File: config.mk
export PLATFORM = sky130hd
export DESIGN_NAME = img_frame_sequencer_flat
export DESIGN_NICKNAME = d
export VERILOG_FILES = /design/src/rtl/img_frame_sequencer_if.sv /design/src/rtl/img_frame_sequencer.sv /design/src/flat_wrapper.sv
export SDC_FILE = /design/constraint.sdc
export NUM_CORES = 1
export LEC_CHECK = 0
export BUFFER_PORTS_ARGS = -buffer_cell sky130_fd_sc_hd__clkbuf_2
export CORE_ASPECT_RATIO = 0.5
export CORE_MARGIN = 10
export CORE_UTILIZATION = 30
export DETAILED_ROUTE_END_ITERATION = 12
export GPL_ROUTABILITY_DRIVEN = 0
export GPL_TIMING_DRIVEN = 0
export HOLD_SLACK_MARGIN = 0.12
export PLACE_DENSITY_LB_ADDON = 0.05
export SYNTH_ARGS = -nofsm -noshare
export SYNTH_HDL_FRONTEND = slang
export SYNTH_SLANG_ARGS = --single-unit
File: constraint.sdc
create_clock -name sys_clk -period 2.8 [get_ports sys_clk]
set_clock_uncertainty 0.15 [all_clocks]
set_input_delay 0.42 -clock sys_clk [delete_from_list [all_inputs] [get_ports sys_clk]]
set_output_delay 0.42 -clock sys_clk [all_outputs]
set_load 0.01 [all_outputs]
File: src/rtl/img_frame_sequencer_if.sv
// ---------------------------------------------------------------------------
// img_frame_sequencer_if
// Pixel bus around the frame sequencer: the RGB source handshake on one side
// and the per_img_* stream toward the RGB2YCbCr datapath on the other.
//
// Handshake: a source pixel moves on a rising sys_clk edge exactly when
// src_valid and src_ready are both high in the cycle before that edge.
// src_valid may rise or fall at any time and is not required to hold.
// src_ready depends only on the sequencer state and abort, never on
// src_valid, so there is no combinational loop.
//
// Modports
//   master : pixel source / downstream observer (drives src_*, reads the rest)
//   slave  : the sequencer (reads src_*, drives src_ready and per_img_*)
// ---------------------------------------------------------------------------
interface img_frame_sequencer_if;
   logic       src_valid;
   logic       src_ready;
   logic [7:0] src_red;
   logic [7:0] src_green;
   logic [7:0] src_blue;
   logic       per_img_vsync;
   logic       per_img_href;
   logic [7:0] per_img_red;
   logic [7:0] per_img_green;
   logic [7:0] per_img_blue;

   modport master (
      output src_valid, src_red, src_green, src_blue,
      input  src_ready,
      input  per_img_vsync, per_img_href, per_img_red, per_img_green, per_img_blue
   );

   modport slave (
      input  src_valid, src_red, src_green, src_blue,
      output src_ready,
      output per_img_vsync, per_img_href, per_img_red, per_img_green, per_img_blue
   );
endinterface

File: src/rtl/img_frame_sequencer.sv
// ---------------------------------------------------------------------------
// img_frame_sequencer
// Frame-timing controller in front of the RGB2YCbCr datapath. On start it
// frames one IMG_WIDTH x IMG_HEIGHT picture: vsync rises, V_LEAD lead cycles,
// then lines of IMG_WIDTH accepted pixels separated by H_BLANK blanking
// cycles, then V_TAIL tail cycles before vsync falls. With continuous set at
// frame end it waits H_BLANK cycles with vsync low and starts again.
//
// Ports
//   sys_clk, sys_rst   clock, asynchronous active-low reset
//   start              1-cycle frame request, ignored while busy
//   abort              synchronous cancel, wins over everything else
//   continuous         sampled at frame end: restart after a vsync-low gap
//   bus (slave)        source handshake in, per_img_* stream out
//   busy               sequencer is not idle
//   frame_done         1-cycle pulse with the vsync fall of a finished frame
//   stall_cnt          saturating count of LINE cycles with no source pixel
//   state_dbg          current FSM state encoding
// ---------------------------------------------------------------------------
module img_frame_sequencer #(
   parameter int IMG_WIDTH  = 640,
   parameter int IMG_HEIGHT = 480,
   parameter int V_LEAD     = 5,
   parameter int H_BLANK    = 10,
   parameter int V_TAIL     = 5
) (
   input  logic                        sys_clk,
   input  logic                        sys_rst,
   input  logic                        start,
   input  logic                        abort,
   input  logic                        continuous,
   img_frame_sequencer_if.slave        bus,
   output logic                        busy,
   output logic                        frame_done,
   output logic [15:0]                 stall_cnt,
   output logic [2:0]                  state_dbg
);

   localparam int MAX_LH = (V_LEAD > H_BLANK) ? V_LEAD : H_BLANK;
   localparam int MAX_T  = (MAX_LH > V_TAIL) ? MAX_LH : V_TAIL;
   localparam int TW     = $clog2(MAX_T + 1);
   localparam int CW     = $clog2(IMG_WIDTH + 1);
   localparam int RW     = $clog2(IMG_HEIGHT + 1);

   localparam logic [TW-1:0] LEAD_LAST  = TW'(V_LEAD - 1);
   localparam logic [TW-1:0] BLANK_LAST = TW'(H_BLANK - 1);
   localparam logic [TW-1:0] TAIL_LAST  = TW'(V_TAIL - 1);
   localparam logic [CW-1:0] COL_LAST   = CW'(IMG_WIDTH - 1);
   localparam logic [RW-1:0] ROW_LAST   = RW'(IMG_HEIGHT - 1);
   localparam logic [15:0]   STALL_MAX  = 16'hFFFF;

   typedef enum logic [2:0] {
      S_IDLE    = 3'd0,
      S_VS_LEAD = 3'd1,
      S_LINE    = 3'd2,
      S_HBLANK  = 3'd3,
      S_VS_TAIL = 3'd4,
      S_VS_GAP  = 3'd5
   } state_t;

   state_t        state, state_n;
   logic [TW-1:0] timer, timer_n;
   logic [CW-1:0] col_cnt;
   logic [RW-1:0] row_cnt;
   logic          src_ready;
   logic          accept;
   logic          line_end;
   logic          last_row;
   logic          tail_done;
   logic          vsync_n;
   logic          vsync_q;
   logic          href_q;
   logic [7:0]    red_q, green_q, blue_q;
   logic          done_q;
   logic [15:0]   stall_q;

   assign src_ready = (state == S_LINE) & ~abort;
   assign accept    = bus.src_valid & src_ready;
   assign line_end  = accept & (col_cnt == COL_LAST);
   assign last_row  = (row_cnt == ROW_LAST);
   assign tail_done = (state == S_VS_TAIL) & (timer == TAIL_LAST);

   always_comb begin
      state_n = state;
      timer_n = '0;
      vsync_n = 1'b0;
      case (state)
         S_IDLE:    if (start) state_n = S_VS_LEAD;
         S_VS_LEAD: if (timer == LEAD_LAST) state_n = S_LINE;
         S_LINE:    if (line_end) state_n = last_row ? S_VS_TAIL : S_HBLANK;
         S_HBLANK:  if (timer == BLANK_LAST) state_n = S_LINE;
         S_VS_TAIL: if (tail_done) state_n = continuous ? S_VS_GAP : S_IDLE;
         S_VS_GAP:  if (timer == BLANK_LAST) state_n = S_VS_LEAD;
         default:   state_n = S_IDLE;
      endcase
      if (abort) state_n = S_IDLE;

      // One shared timer: restarts at 0 on every state change, counts
      // only inside the timed states.
      if ((state_n == state) && (state != S_IDLE) && (state != S_LINE))
         timer_n = timer + TW'(1);

      // vsync is registered from the next state so it rises the cycle
      // after start is taken and drops together with the move to IDLE/VS_GAP.
      vsync_n = (state_n == S_VS_LEAD) || (state_n == S_LINE) ||
                (state_n == S_HBLANK)  || (state_n == S_VS_TAIL);
   end

   always_ff @(posedge sys_clk or negedge sys_rst) begin
      if (!sys_rst) begin
         state   <= S_IDLE;
         timer   <= '0;
         col_cnt <= '0;
         row_cnt <= '0;
         vsync_q <= 1'b0;
         href_q  <= 1'b0;
         red_q   <= '0;
         green_q <= '0;
         blue_q  <= '0;
         done_q  <= 1'b0;
         stall_q <= '0;
      end else begin
         state   <= state_n;
         timer   <= timer_n;
         vsync_q <= vsync_n;
         href_q  <= accept;
         done_q  <= tail_done & ~abort;

         if (abort) begin
            col_cnt <= '0;
            row_cnt <= '0;
         end else if (accept) begin
            col_cnt <= line_end ? '0 : col_cnt + CW'(1);
            if (line_end) row_cnt <= last_row ? '0 : row_cnt + RW'(1);
         end

         if (accept) begin
            red_q   <= bus.src_red;
            green_q <= bus.src_green;
            blue_q  <= bus.src_blue;
         end

         // Continuous frames keep accumulating; only an accepted start clears.
         if ((state == S_IDLE) && start && !abort)
            stall_q <= '0;
         else if ((state == S_LINE) && !bus.src_valid && (stall_q != STALL_MAX))
            stall_q <= stall_q + 16'd1;
      end
   end

   assign bus.src_ready     = src_ready;
   assign bus.per_img_vsync = vsync_q;
   assign bus.per_img_href  = href_q;
   assign bus.per_img_red   = red_q;
   assign bus.per_img_green = green_q;
   assign bus.per_img_blue  = blue_q;
   assign busy              = (state != S_IDLE);
   assign frame_done        = done_q;
   assign stall_cnt         = stall_q;
   assign state_dbg         = state;

endmodule

File: src/flat_wrapper.sv
// flat-port wrapper written by rule: the top's interface ports become plain ports
module img_frame_sequencer_flat 
#(
   parameter int IMG_WIDTH  = 640,
   parameter int IMG_HEIGHT = 480,
   parameter int V_LEAD     = 5,
   parameter int H_BLANK    = 10,
   parameter int V_TAIL     = 5
)
  (sys_clk, sys_rst, start, abort, continuous, busy, frame_done, stall_cnt, state_dbg, bus_src_valid, bus_src_red, bus_src_green, bus_src_blue, bus_src_ready, bus_per_img_vsync, bus_per_img_href, bus_per_img_red, bus_per_img_green, bus_per_img_blue);
  img_frame_sequencer_if bus_i ();
  input  logic sys_clk;
  input  logic sys_rst;
  input  logic start;
  input  logic abort;
  input  logic continuous;
  output logic busy;
  output logic frame_done;
  output logic [15:0] stall_cnt;
  output logic [2:0] state_dbg;
  input wire logic [$bits(bus_i.src_valid)-1:0] bus_src_valid;
  input wire logic [$bits(bus_i.src_red)-1:0] bus_src_red;
  input wire logic [$bits(bus_i.src_green)-1:0] bus_src_green;
  input wire logic [$bits(bus_i.src_blue)-1:0] bus_src_blue;
  output wire logic [$bits(bus_i.src_ready)-1:0] bus_src_ready;
  output wire logic [$bits(bus_i.per_img_vsync)-1:0] bus_per_img_vsync;
  output wire logic [$bits(bus_i.per_img_href)-1:0] bus_per_img_href;
  output wire logic [$bits(bus_i.per_img_red)-1:0] bus_per_img_red;
  output wire logic [$bits(bus_i.per_img_green)-1:0] bus_per_img_green;
  output wire logic [$bits(bus_i.per_img_blue)-1:0] bus_per_img_blue;
  assign bus_i.src_valid = bus_src_valid;
  assign bus_i.src_red = bus_src_red;
  assign bus_i.src_green = bus_src_green;
  assign bus_i.src_blue = bus_src_blue;
  assign bus_src_ready = bus_i.src_ready;
  assign bus_per_img_vsync = bus_i.per_img_vsync;
  assign bus_per_img_href = bus_i.per_img_href;
  assign bus_per_img_red = bus_i.per_img_red;
  assign bus_per_img_green = bus_i.per_img_green;
  assign bus_per_img_blue = bus_i.per_img_blue;
  img_frame_sequencer #(.IMG_WIDTH(IMG_WIDTH), .IMG_HEIGHT(IMG_HEIGHT), .V_LEAD(V_LEAD), .H_BLANK(H_BLANK), .V_TAIL(V_TAIL)) u_core (.sys_clk(sys_clk), .sys_rst(sys_rst), .start(start), .abort(abort), .continuous(continuous), .bus(bus_i), .busy(busy), .frame_done(frame_done), .stall_cnt(stall_cnt), .state_dbg(state_dbg));
endmodule
# Yosys cells after proc, flatten, opt, wreduce, memory -nomap -nowiden
# Cells that the tools add are included.
[totals] in_bits=30 elab_cells=74 out_inout_bits=48 ff_bits=69
[classes] n_eq_ne=16 n_reduce_logical=17 mux=20 addsub=4 bitwise_logic=6
[op_table] operator="two-way mux 9 bit" count=4
[op_table] operator="two-way mux 16 bit" count=2
[op_table] operator="two-way mux 10 bit" count=3
[op_table] operator="two-way mux 3 bit" count=9
[op_table] operator="one-hot mux 3 bit (6 select lines)" count=1
[op_table] operator="adder 16 x 1 -> 16 bit (second input constant)" count=1
[op_table] operator="inequality test 16 bit (second input constant)" count=1
[op_table] operator="equality test 3 x 2 -> 1 bit (second input constant)" count=4
[op_table] operator="adder 10 x 1 -> 10 bit (second input constant)" count=1
[op_table] operator="equality test 10 bit (second input constant)" count=1
[op_table] operator="adder 9 x 1 -> 9 bit (second input constant)" count=1
[op_table] operator="equality test 3 bit (second input constant)" count=3
[op_table] operator="equality test 9 bit (second input constant)" count=1
[op_table] operator="equality test 3 x 1 -> 1 bit (second input constant)" count=2
[op_table] operator="logical AND 1 bit" count=6
[op_table] operator="nonzero test 2 bit" count=3
[op_table] operator="bitwise AND 1 bit" count=5
[op_table] operator="adder 4 x 1 -> 4 bit (second input constant)" count=1
[op_table] operator="equality test 4 x 3 -> 1 bit (second input constant)" count=1
[op_table] operator="equality test 4 bit (second input constant)" count=1
[op_table] operator="two-way mux 4 bit" count=1
[op_table] operator="equality test 3 bit" count=1
[op_table] operator="logical NOT 3 bit" count=1
[op_table] operator="logical OR 1 bit" count=3
[op_table] operator="other kinds (5)" count=6

# Longest topological paths before layout
# Gate-level depths: netlist of run 1.
[logic_depth] word_depth=11 depth_mapped=7 mapped_depth_nobuf=7

# Worst setup path after synthesis of run 1
# No wires, ideal clock.
[synth_timing] path_kind="reg-to-reg" startpoint="reg u_core.state[2] (netlist: u_core.state_dbg[2])" endpoint="reg u_core.row_cnt[6]" path_stages_with_launch=7 required_ns=2.567 path_slack_ns=0.556 period_less_slack_ns=2.244 setup_time_ns=0.083 arrival_time_ns=2.012 cell_sequence="dfrtp_1 buf_2 nor4b_1 nand3_1 or3_1 nand2b_1 o21ai_0"
[synth_between] elab_chain_len=6 elab_cells_between_ends=7 classes_between="eq/ne (1); bitwise (3); reduce/logical (3)"
[synth_rtl] element="start: declaration" line="img_frame_sequencer.sv:61" source="state_t state, state_n;"
[synth_rtl] element="start signal: assignment" line="img_frame_sequencer.sv:123" source="state <= state_n;"
[synth_rtl] element="equality test 3 x 2 -> 1 bit (*)" line="img_frame_sequencer.sv:77" source="assign src_ready = (state == S_LINE) & ~abort;"
[synth_rtl] element="bitwise AND 1 bit (*)" line="img_frame_sequencer.sv:77"
[synth_rtl] element="via bus_src_ready" line="flat_wrapper.sv:25" source="output wire logic [$bits(bus_i.src_ready)-1:0] bus_src_ready;"
[synth_rtl] element="bitwise AND 1 bit (*)" line="img_frame_sequencer.sv:78" source="assign accept = bus.src_valid & src_ready;"
[synth_rtl] element="bitwise AND 1 bit" line="img_frame_sequencer.sv:79" source="assign line_end = accept & (col_cnt == COL_LAST);"
[synth_rtl] element="nonzero test 2 bit (no source line)"
[synth_rtl] element="AND reduction 2 bit (no source line) (*)"
[synth_rtl] element="end signal: assignment" line="img_frame_sequencer.sv:134" source="if (line_end) row_cnt <= last_row ? '0 : row_cnt + RW'(1);"
[synth_rtl] element="end: declaration" line="img_frame_sequencer.sv:64" source="logic [RW-1:0] row_cnt;"
# Mark *: on every way through the listed nets, which the timed path passes. The rest lies on a longest branch.
# A chain may end at the register's enable or synchronous reset.

# Final worst setup path of run 1
[layout_timing] startpoint="reg u_core.col_cnt[0]" endpoint="reg u_core.timer[1]"
[layout_between] elab_chain_len=9
[layout_rtl] element="start: declaration" line="img_frame_sequencer.sv:63" source="logic [CW-1:0] col_cnt;"
[layout_rtl] element="start signal: assignment" line="img_frame_sequencer.sv:133" source="col_cnt <= line_end ? '0 : col_cnt + CW'(1);"
[layout_rtl] element="equality test 10 bit" line="img_frame_sequencer.sv:79"
[layout_rtl] element="bitwise AND 1 bit" line="img_frame_sequencer.sv:79"
[layout_rtl] element="two-way mux 3 bit" line="img_frame_sequencer.sv:90" source="S_LINE: if (line_end) state_n = last_row ? S_VS_TAIL : S_HBLANK;"
[layout_rtl] element="one-hot mux 3 bit (6 select lines)" line="img_frame_sequencer.sv:87" source="case (state)"
[layout_rtl] element="two-way mux 3 bit" line="img_frame_sequencer.sv:96" source="if (abort) state_n = S_IDLE;"
[layout_rtl] element="equality test 3 bit" line="img_frame_sequencer.sv:100" source="if ((state_n == state) && (state != S_IDLE) && (state != S_LINE))"
[layout_rtl] element="logical AND 1 bit (2 in a row)" line="img_frame_sequencer.sv:100"
[layout_rtl] element="two-way mux 4 bit" line="img_frame_sequencer.sv:100"
[layout_rtl] element="via u_core.timer_n[1]" line="img_frame_sequencer.sv:62" source="logic [TW-1:0] timer, timer_n;"
[layout_rtl] element="end signal: assignment" line="img_frame_sequencer.sv:124" source="timer <= timer_n;"
[layout_rtl] element="end: declaration" line="img_frame_sequencer.sv:62"
# The timed path passes the listed nets, and every way through them passes these cells.

==> flow_metrics.py, run 1 <==
metrics = {
    "status": {
        "run_status": "complete, no violations",
    },
    "yosys": {
        "ys.flop_type": "dfrtp_1",
        "synthArstFlopShare_pct": 100,
        "synth_area_mm2": 0.00347,
        "synth_top_cell_by_area": "dfrtp_1",
        "yosysSeqAreaShare_pct": 49.8,
        "syn_nets": 415,
        "synth_warnings": 0,
        "synth-edff-count": 0,
        "synth.avg_cell_area_um2": 9.14,
        "yosys-top-cells-area": "dfrtp_1, nand2_1, nor2_1",
        "ys_ff_latch": 69,
        "synth_top_area_share_pct": 49.8,
        "syn_inst": 379,
        "yosysUniqueCellTypes": 49,
    },
    "timing": {
        "maxSlewHeadroom_pct": 38.3,
        "final_hold_viol_count": 0,
        "min_period_over_period_pct": 91.6,
        "worst_pin_slew_ns": 0.917,
        "timing.final.ws_setup_ns": 0.236,
        "fin_crit_ns": 2.56,
        "slew_violations": 0,
        "finalSetupViolations": 0,
        "fin_hold_ws_ns": 0.133,
        "max_freq_ghz": 0.390,
        "setup_tns_ns": 0,
        "rsz0062_at_grt": "false",
    },
    "global_routing": {
        "antenna_found_initial": 0,
        "grt_pass1_wl_mm": 15.3,
        "grt_pass1_vias": 2893,
        "gr-total-overflow": 0,
        "grt_max_degree": 43,
        "grt_usage_pct": 11.7,
    },
    "detailed_routing": {
        "wl_per_cell_um": 15.0,
        "dr.pass1.iters": 4,
        "route.detailed.drc": 0,
        "routed_wl_mm": 9.44,
        "vias": 2969,
        "ant_nets": 0,
        "viasPerCell": 4.71,
        "drt_first_iter_violations": 155,
    },
    "finish": {
        "drive_gt1_share_pct": 22.2,
        "area_growth_pct": 29.6,
        "finish.utilization_pct": 40.3,
        "multi_input_area_mm2": 0.00165,
        "regArea_mm2": 0.00173,
        "layout.nets": 517,
        "fillCellCount": 1152,
        "diodes": 0,
    },
    "clock_network": {
        "clock-sinks": 69,
        "clockBufferDepth": 2,
        "cts_tree": "built",
        "cts.clk_slew.worst_paths_ns": 0.06,
        "clockRootBuffer": "clkbuf_16",
        "clk_latency_ns": 0.33,
        "cts_buffers": 9,
        "h-tree-depth": 3,
    },
    "setup_path": {
        "cp.arrival_ns": 2.62,
        "endpoint_kind": "flop",
        "startpoint": "u_core.col_cnt[0]",
        "timing.rr.start": "u_core.col_cnt[0]",
        "start_kind": "flop",
        "setup.worst_path.class": "reg -> reg",
        "critPathRequiredTime_ns": 2.86,
        "worstPathMaxFanout": 7,
    },
    "power": {
        "p_total_uw": 2260,
        "p_per_area_mw_per_mm2": 504,
        "p_leak_uw": 0.00217,
        "ir_drop_v": 0.000224,
    },
    "floorplanning": {
        "ios": 78,
        "die-height_um": 96,
        "num_rows": 27,
        "core_mm2": 0.0111,
        "dieWidth_um": 172,
        "dieArea_mm2": 0.0165,
        "start_util_pct": 31.1,
    },
    "worst_hold_path": {
        "hp-start": "bus_src_red[2]",
        "hold_path.class": "in -> reg",
    },
    "place": {
        "port_buffers": 77,
        "dp_hpwl_mm": 7.04,
        "dp_slack_ns": -0.0699,
    },
    "flow_run": {
        "maxCapViolations": 0,
    },
}
layer usage:
metal,routed length (µm),GRT usage [%],vias up
met2,4280,17.9,49
met5,0,0,-
li1,-,-,1508
met1,4590,15.3,1400
met3,475,4.16,12
met4,87,3.21,0
area by class of cell:
cell class	count	share of cell area, %
Inverter	12	1.00
Clock buffer	9	5.01
Buffer	15	1.31
Sequential cell	69	38.4
Timing Repair Buffer	91	12.0
Tap cell	145	4.04
Clock inverter	7	1.48
Multi-Input combinational cell	283	36.7
state kept, by name, summed over array words and instances, names as in the netlist:
register,count
u_core.bus.per_img_blue,8
u_core.bus.per_img_green,8
u_core.bus.per_img_href,1
u_core.bus.per_img_red,8
u_core.bus.per_img_vsync,1
u_core.col_cnt,10
u_core.frame_done,1
u_core.row_cnt,9
u_core.stall_cnt,16
u_core.state_dbg,3
u_core.timer,4
cells in the final DEF (no fill, tap or decap), drive strengths merged, types with 2 or more instances in the layout:
cell type and n:
a211oi 5, a21oi 6, a311oi 2, and2 3, and3 4, and4 4, buf 7, clkbuf 97
clkinv 7, dfrtp 69, dlygate4sd3 11, ha 6, inv 10, mux2i 6, nand2 91, nand2b 3
nand3 19, nand3b 7, nand4 16, nand4b 2, nor2 34, nor3 6, nor3b 2, nor4 4
nor4b 3, o21ai 12, o221ai 2, o31ai 3, or2 3, or3 5, xnor2 14, xor2 9
per-stage QoR:
step | cells | instance area [µm²]
2_1_floorplan | 379 | 3470
3_5_place_dp | 602 | 4060
4_1_cts | 629 | 4470
5_1_grt | 631 | 4490
3_3_place_gp | 601 | 4030
6_report | 631 | 4490
Yosys cell counts (3+ instances only):
library cell and count:
clkbuf_1 11, a21oi_1 6, o31ai_1 3, and3_1 4, nand3_1 19, nand2b_1 3, nand2_1 91, o21ai_0 11
inv_1 10, nor3_1 6, nor2_1 34, xnor2_1 14, nand4_1 16, or3_1 4, xor2_1 9, and4_1 4
nand3b_1 7, ha_1 6, dfrtp_1 69, mux2i_1 6, and2_1 3, or2_2 3, a211oi_1 5
worst max-delay path: stages (launching register included):
cell and delay (ns):
dfrtp_1 0.47, ha_1 0.30, nor4bb_2 0.43, nand4_1 0.27
o2111ai_2 0.31, nand3b_1 0.30, mux2i_1 0.20
path summary, 6_finish.rpt:
path,slack (ns),end,cells after the start
max reg2reg,0.24,u_core.timer[1],6
max in group asynchronous,1.51,u_core.state_dbg[2],3
min in group asynchronous,0.44,u_core.stall_cnt[11],2
min reg2reg,0.32,u_core.bus.per_img_red[3],2
max,0.24,u_core.timer[1],6
min,0.13,u_core.bus.per_img_red[2],3
cell families after synthesis:
family	count (synthesis)	share of synthesized area [%]
buffers and inverters	27	3.00
XOR/XNOR	23	5.81
AO/OA/AOI/OAI	37	6.97
adder cells (fa/ha/maj)	6	2.17
AND/OR/NAND/NOR	211	30.5
multiplexers	6	1.73
flip-flops	69	49.8
power breakdown:
part	switching, µW	leakage [µW]	internal (µW)	total, µW
Sequential	7.93	0.000961	1010	1010
Combinational	79.5	0.00106	55.4	135
Clock	431	0.000145	684	1110
repair_timing:
item                                   in CTS  in global routing
resized for setup                           1                  1
setup buffers                               0                  2
hold buffers                               11                  0
pin swaps                                   1                  1
setup endpoints to repair                   5                  5
endpoints found under the hold margin      37                  0
Note: power is estimated with default switching activity, not from simulation.
==> inputs of run 2 (changes only) <==
HOLD_SLACK_MARGIN = 0.15   (was 0.12)
==> run 2 against run 1 <==
  * Total power rose by 0.73%
  * Combinational power is 12% higher
  * Sequential share of layout area is 1.2 points lower
  * Worst setup slack better by 0.0037 ns
  * Cell area increased by 3.1%
  * Critical path type unchanged
  * Critical endpoint unchanged
==> flow_metrics.py, run 2 (synthesis results as in run 1) <==
metrics = {
    "status": {
        "run_status": "complete, no violations",
    },
    "setup_path": {
        "critPathRequiredTime_ns": 2.86,
        "cp.arrival_ns": 2.62,
        "start_kind": "flop",
        "endpoint_kind": "flop",
        "worstPathMaxFanout": 7,
        "cpMaxStageDelayCell": "dfrtp_1",
        "max_stage_delay_ns": 0.47,
        "setup.worst_path.class": "reg -> reg",
        "path_cells": "ha_1 -> nor4bb_2 -> nand4_1 -> o2111ai_2 -> nand3b_1 -> mux2i_1",
        "cp.buffers_inverters": 0,
        "cp_top_family": "simple AND/OR/NAND/NOR gates",
    },
    "detailed_routing": {
        "viasPerCell": 4.70,
        "dr.pass1.iters": 4,
        "vias": 3030,
        "ant_nets": 0,
        "route.detailed.drc": 0,
        "wl_per_cell_um": 14.8,
        "routed_wl_mm": 9.55,
        "drt_first_iter_violations": 166,
    },
    "power": {
        "p_leak_uw": 0.00223,
        "ir_drop_v": 0.000224,
        "p_per_area_mw_per_mm2": 492,
    },
    "timing": {
        "maxSlewHeadroom_pct": 36.0,
        "slew_violations": 0,
        "final_hold_viol_count": 0,
        "min_period_over_period_pct": 91.4,
        "worst_pin_slew_ns": 0.958,
        "finalSetupViolations": 0,
        "max_freq_ghz": 0.391,
        "fin_crit_ns": 2.56,
        "rsz0062_at_grt": "false",
        "setup_tns_ns": 0,
        "fin_hold_ws_ns": 0.324,
    },
    "floorplanning": {
        "num_rows": 27,
        "die-height_um": 96,
        "dieWidth_um": 172,
        "dieArea_mm2": 0.0165,
        "core_mm2": 0.0111,
        "start_util_pct": 31.1,
        "ios": 78,
    },
    "finish": {
        "layout_commonest_cell": "nand2_1",
        "largest_reg_flops": 16,
        "layout_common_cells": "nand2_1, clkbuf_2, dfrtp_1, nor2_1, dlygate4sd3_1",
        "diodes": 0,
        "fillCellCount": 1143,
        "stdcell_count": 645,
        "final_cell_area_mm2": 0.00463,
        "area_growth_pct": 33.6,
        "drive_gt1_share_pct": 21.6,
        "layout.nets": 531,
    },
    "global_routing": {
        "grt_pass1_vias": 2990,
        "gr-total-overflow": 0,
        "grt_pass1_wl_mm": 15.6,
        "antenna_found_initial": 0,
        "grt_max_degree": 43,
        "grt_usage_pct": 11.8,
    },
    "flow_run": {
        "maxCapViolations": 0,
    },
    "place": {
        "port_buffers": 77,
        "postPlaceCellArea_mm2": 0.00406,
        "placed_cells": 602,
        "dp_hpwl_mm": 7.04,
    },
    "clock_network": {
        "h-tree-depth": 3,
        "clock-sinks": 69,
        "clockBufferDepth": 2,
        "cts.clk_slew.worst_paths_ns": 0.06,
        "clk_latency_ns": 0.33,
        "clockRootBuffer": "clkbuf_16",
        "cts_buffers": 9,
        "cts_tree": "built",
    },
    "worst_hold_path": {
        "hold_path.class": "reg -> reg",
    },
}
[run 2: changes by cell type in the layout (fill, tap and decap cells not counted), sizes merged]
| cell | delta |
|---|---|
| dlygate4sd3 | +14 |
[run 2: stage by stage]
| stage | power, µW | util, % | setup slack (ns) |
|---|---|---|---|
| floorplan | 1080 | - | 0.556 |
| global placement | 1150 | 36.2 | -0.169 |
| detailed placement | 1160 | 36.4 | -0.0699 |
| CTS | 2330 | 41.4 | 0.00700 |
| global route | 2380 | 41.5 | 0.00258 |
| finish | 2280 | 41.5 | 0.239 |
[run 2: final timing paths]
path	to	slack [ns]	from	depth (start not counted)
max	u_core.timer[1]	0.24	u_core.col_cnt[0]	6
min	u_core.bus.per_img_green[2]	0.32	u_core.bus.per_img_green[2]	2
max reg2reg	u_core.timer[1]	0.24	u_core.col_cnt[0]	6
min reg2reg	u_core.bus.per_img_green[2]	0.32	u_core.bus.per_img_green[2]	2
max in group asynchronous	u_core.bus.per_img_href	1.51	sys_rst	3
min in group asynchronous	u_core.stall_cnt[11]	0.44	sys_rst	2
[run 2: layout make-up]
cell class / instances / area (µm²) / share of cell area [%]
timing repair buffer: 105 / 681 / 14.7
sequential: 69 / 1730 / 37.3
inverter: 12 / 45.0 / 0.972
multi-input combinational: 283 / 1650 / 35.6
clock inverter: 7 / 66.3 / 1.43
tap: 145 / 181 / 3.92
buffer: 15 / 58.8 / 1.27
clock buffer: 9 / 225 / 4.86
[run 2: where the power goes]
| part | internal, µW | leakage (µW) | switching, µW |
|---|---|---|---|
| registers | 1010 | 0.000961 | 7.93 |
| clock network | 684 | 0.000145 | 432 |
| logic | 68.0 | 0.00112 | 82.9 |
[run 2: repair_timing]
item,CTS,global route
pin swaps,1,1
setup buffers,0,2
gates resized for setup,1,1
hold buffers,25,0
endpoints found under the hold margin,51,0
endpoints found under the setup margin,5,5
[run 2: worst register-to-register path, delay by kind of cell (launching register included)]
kind                     cells  cell delay (ns)
AND/OR/NAND/NOR              3             1.00
flip-flops                   1             0.47
adder cells (fa/ha/maj)      1             0.30
AO/OA/AOI/OAI                1             0.31
multiplexers                 1             0.20
[run 2: per-layer routing]
layer	up-vias	wire (µm)	track usage [%]
li1	1536	-	-
met2	47	4330	18.3
met1	1435	4620	15.4
met3	12	505	4.29
met5	-	0	0
met4	0	87	3.21
==> inputs of run 3 (changes only) <==
PLACE_DENSITY_LB_ADDON = unset   (was 0.05)
TNS_END_PERCENT = 1   (was unset)
==> run 3 against run 2 <==
  * Global-route usage shrank 0.57 points
  * Largest power group unchanged
  * Largest cell class unchanged
  * Sequential cell count did not move
  * Sequential power hardly changed
  * Final cell count down 0.16%
  * Clock-buffer cell count is 3 higher
  * Total power rose by 5.3%
  * Clock power up 11%
  * Cell area increased by 0.46%
  * Non-clock buffer count down 1
  * Highest routed layer unchanged
  * Fmax rose by 1.5%
==> flow_metrics.py, run 3 (synthesis results as in run 1) <==
metrics = {
    "finish": {
        "layout_commonest_cell": "nand2_1",
        "layout_common_cells": "nand2_1, clkbuf_2, dfrtp_1, nor2_1, dlygate4sd3_1",
        "fillCellCount": 1126,
        "largest_reg_flops": 16,
        "final_cell_area_mm2": 0.00465,
        "drive_gt1_share_pct": 21.0,
        "area_growth_pct": 34.3,
        "multi_input_area_mm2": 0.00164,
        "regArea_mm2": 0.00173,
        "stdcell_count": 644,
        "diodes": 0,
        "layout.nets": 530,
    },
    "setup_path": {
        "r2r_setup_slack_ns": 0.28,
        "cp_top_family": "simple AND/OR/NAND/NOR gates",
        "worstPathMaxFanout": 10,
        "start_kind": "flop",
        "startpoint": "u_core.state_dbg[2]",
        "timing.rr.end": "u_core.stall_cnt[8]",
        "worstSetupPathDepth": 5,
        "timing.rr.start": "u_core.state_dbg[2]",
        "path_cells": "buf_2 -> or2_2 -> nor4b_2 -> clkbuf_1 -> nor2_1",
        "crit_end": "u_core.stall_cnt[8]",
        "cp.arrival_ns": 2.57,
        "setup.worst_path.class": "reg -> reg",
        "r2r_cells": 5,
        "cp.buffers_inverters": 2,
        "max_stage_delay_ns": 0.78,
        "critPathRequiredTime_ns": 2.84,
        "endpoint_kind": "flop",
        "cpMaxStageDelayCell": "nor4b_2",
    },
    "timing": {
        "timing.final.ws_setup_ns": 0.277,
        "setup_tns_ns": 0,
        "finalSetupViolations": 0,
        "min_period_over_period_pct": 90.1,
        "fin_crit_ns": 2.52,
        "final_hold_viol_count": 0,
        "maxSlewHeadroom_pct": 41.0,
        "fin_hold_ws_ns": 0.320,
        "rsz0062_at_grt": "false",
        "slew_violations": 0,
        "max_freq_ghz": 0.396,
        "worst_pin_slew_ns": 0.877,
    },
    "clock_network": {
        "clock-sinks": 69,
        "cts_tree": "built",
        "clockBufferDepth": 2,
        "clockRootBuffer": "clkbuf_16",
        "cts.clk_slew.worst_paths_ns": 0.05,
        "cts_buffers": 9,
        "clk_latency_ns": 0.33,
        "h-tree-depth": 3,
    },
    "detailed_routing": {
        "routed_wl_mm": 9.05,
        "vias": 3070,
        "route.detailed.drc": 0,
        "wl_per_cell_um": 14.1,
        "drt_first_iter_violations": 154,
        "dr.pass1.iters": 4,
        "viasPerCell": 4.77,
        "ant_nets": 0,
    },
    "place": {
        "port_buffers": 77,
        "placed_cells": 602,
        "dp_hpwl_mm": 6.42,
        "dp_slack_ns": 0.0122,
        "postPlaceCellArea_mm2": 0.00406,
    },
    "floorplanning": {
        "die-height_um": 96,
        "ios": 78,
        "dieArea_mm2": 0.0165,
        "num_rows": 27,
        "dieWidth_um": 172,
        "core_mm2": 0.0111,
        "start_util_pct": 31.1,
    },
    "power": {
        "ir_drop_v": 0.000230,
        "p_leak_uw": 0.00224,
        "p_per_area_mw_per_mm2": 516,
    },
    "global_routing": {
        "grt_max_degree": 46,
        "grt_usage_pct": 11.3,
        "gr-total-overflow": 0,
        "grt_pass1_vias": 2973,
        "grt_pass1_wl_mm": 14.8,
        "antenna_found_initial": 0,
    },
    "flow_run": {
        "maxCapViolations": 0,
    },
    "status": {
        "run_status": "complete, no violations",
    },
    "worst_hold_path": {
        "hold_path.class": "reg -> reg",
    },
}
## run 3: power breakdown
part	internal (µW)	switching (µW)
logic	67.5	82.2
registers	1010	8.18
clock network	825	412
total	1900	502
## run 3: cell type report
cell class	instances	area share, %
Tap cell	145	3.90
Clock buffer	12	5.51
Clock inverter	4	1.51
Buffer	15	1.26
Multi-Input combinational cell	283	35.3
Sequential cell	69	37.1
Inverter	12	0.968
Timing Repair Buffer	104	14.5
## run 3: tightest hold or removal path, stage by stage, from the launching register on
cell	delay [ns]
dfrtp_1	0.33
nand2_1	0.05
nand2_1	0.06
## run 3: worst min path at each step
| stage | to | slack [ns] | depth (start not counted) | startpoint |
|---|---|---|---|---|
| detailed placement | u_core.timer[2] | 0.24 | 1 | sys_rst |
| floorplan | u_core.bus.per_img_blue[0] | -0.03 | 0 | sys_rst |
| CTS | u_core.bus.per_img_green[0] | 0.32 | 2 | u_core.bus.per_img_green[0] |
| global route | u_core.bus.per_img_red[5] | 0.35 | 2 | u_core.bus.per_img_red[5] |
| global placement | u_core.bus.per_img_blue[4] | 0.31 | 2 | u_core.bus.per_img_blue[4] |
| finish | u_core.bus.per_img_green[0] | 0.32 | 2 | u_core.bus.per_img_green[0] |
## run 3: timing repair
item | 4_1_cts | 5_1_grt
hold endpoints to repair | 48 | 0
setup buffers | 0 | 1
hold buffers | 25 | 0
resized for setup | 0 | 1
setup endpoints to repair | 0 | 7
## run 3: metal layers
metal	GRT usage, %	part of all wire, %	up-vias
li1	-	-	1544
met1	13.9	45	1465
met2	18.4	49	53
met3	3.59	4.7	8
met4	3.78	1.1	0
met5	0	0	-
## run 3: metrics by stage
stage / power [µW] / utilization (%)
6_report: 2400 / 41.7
5_1_grt: 2510 / 41.7
4_1_cts: 2450 / 41.6
3_5_place_dp: 1160 / 36.4
3_3_place_gp: 1150 / 36.2
2_1_floorplan: 1080 / -
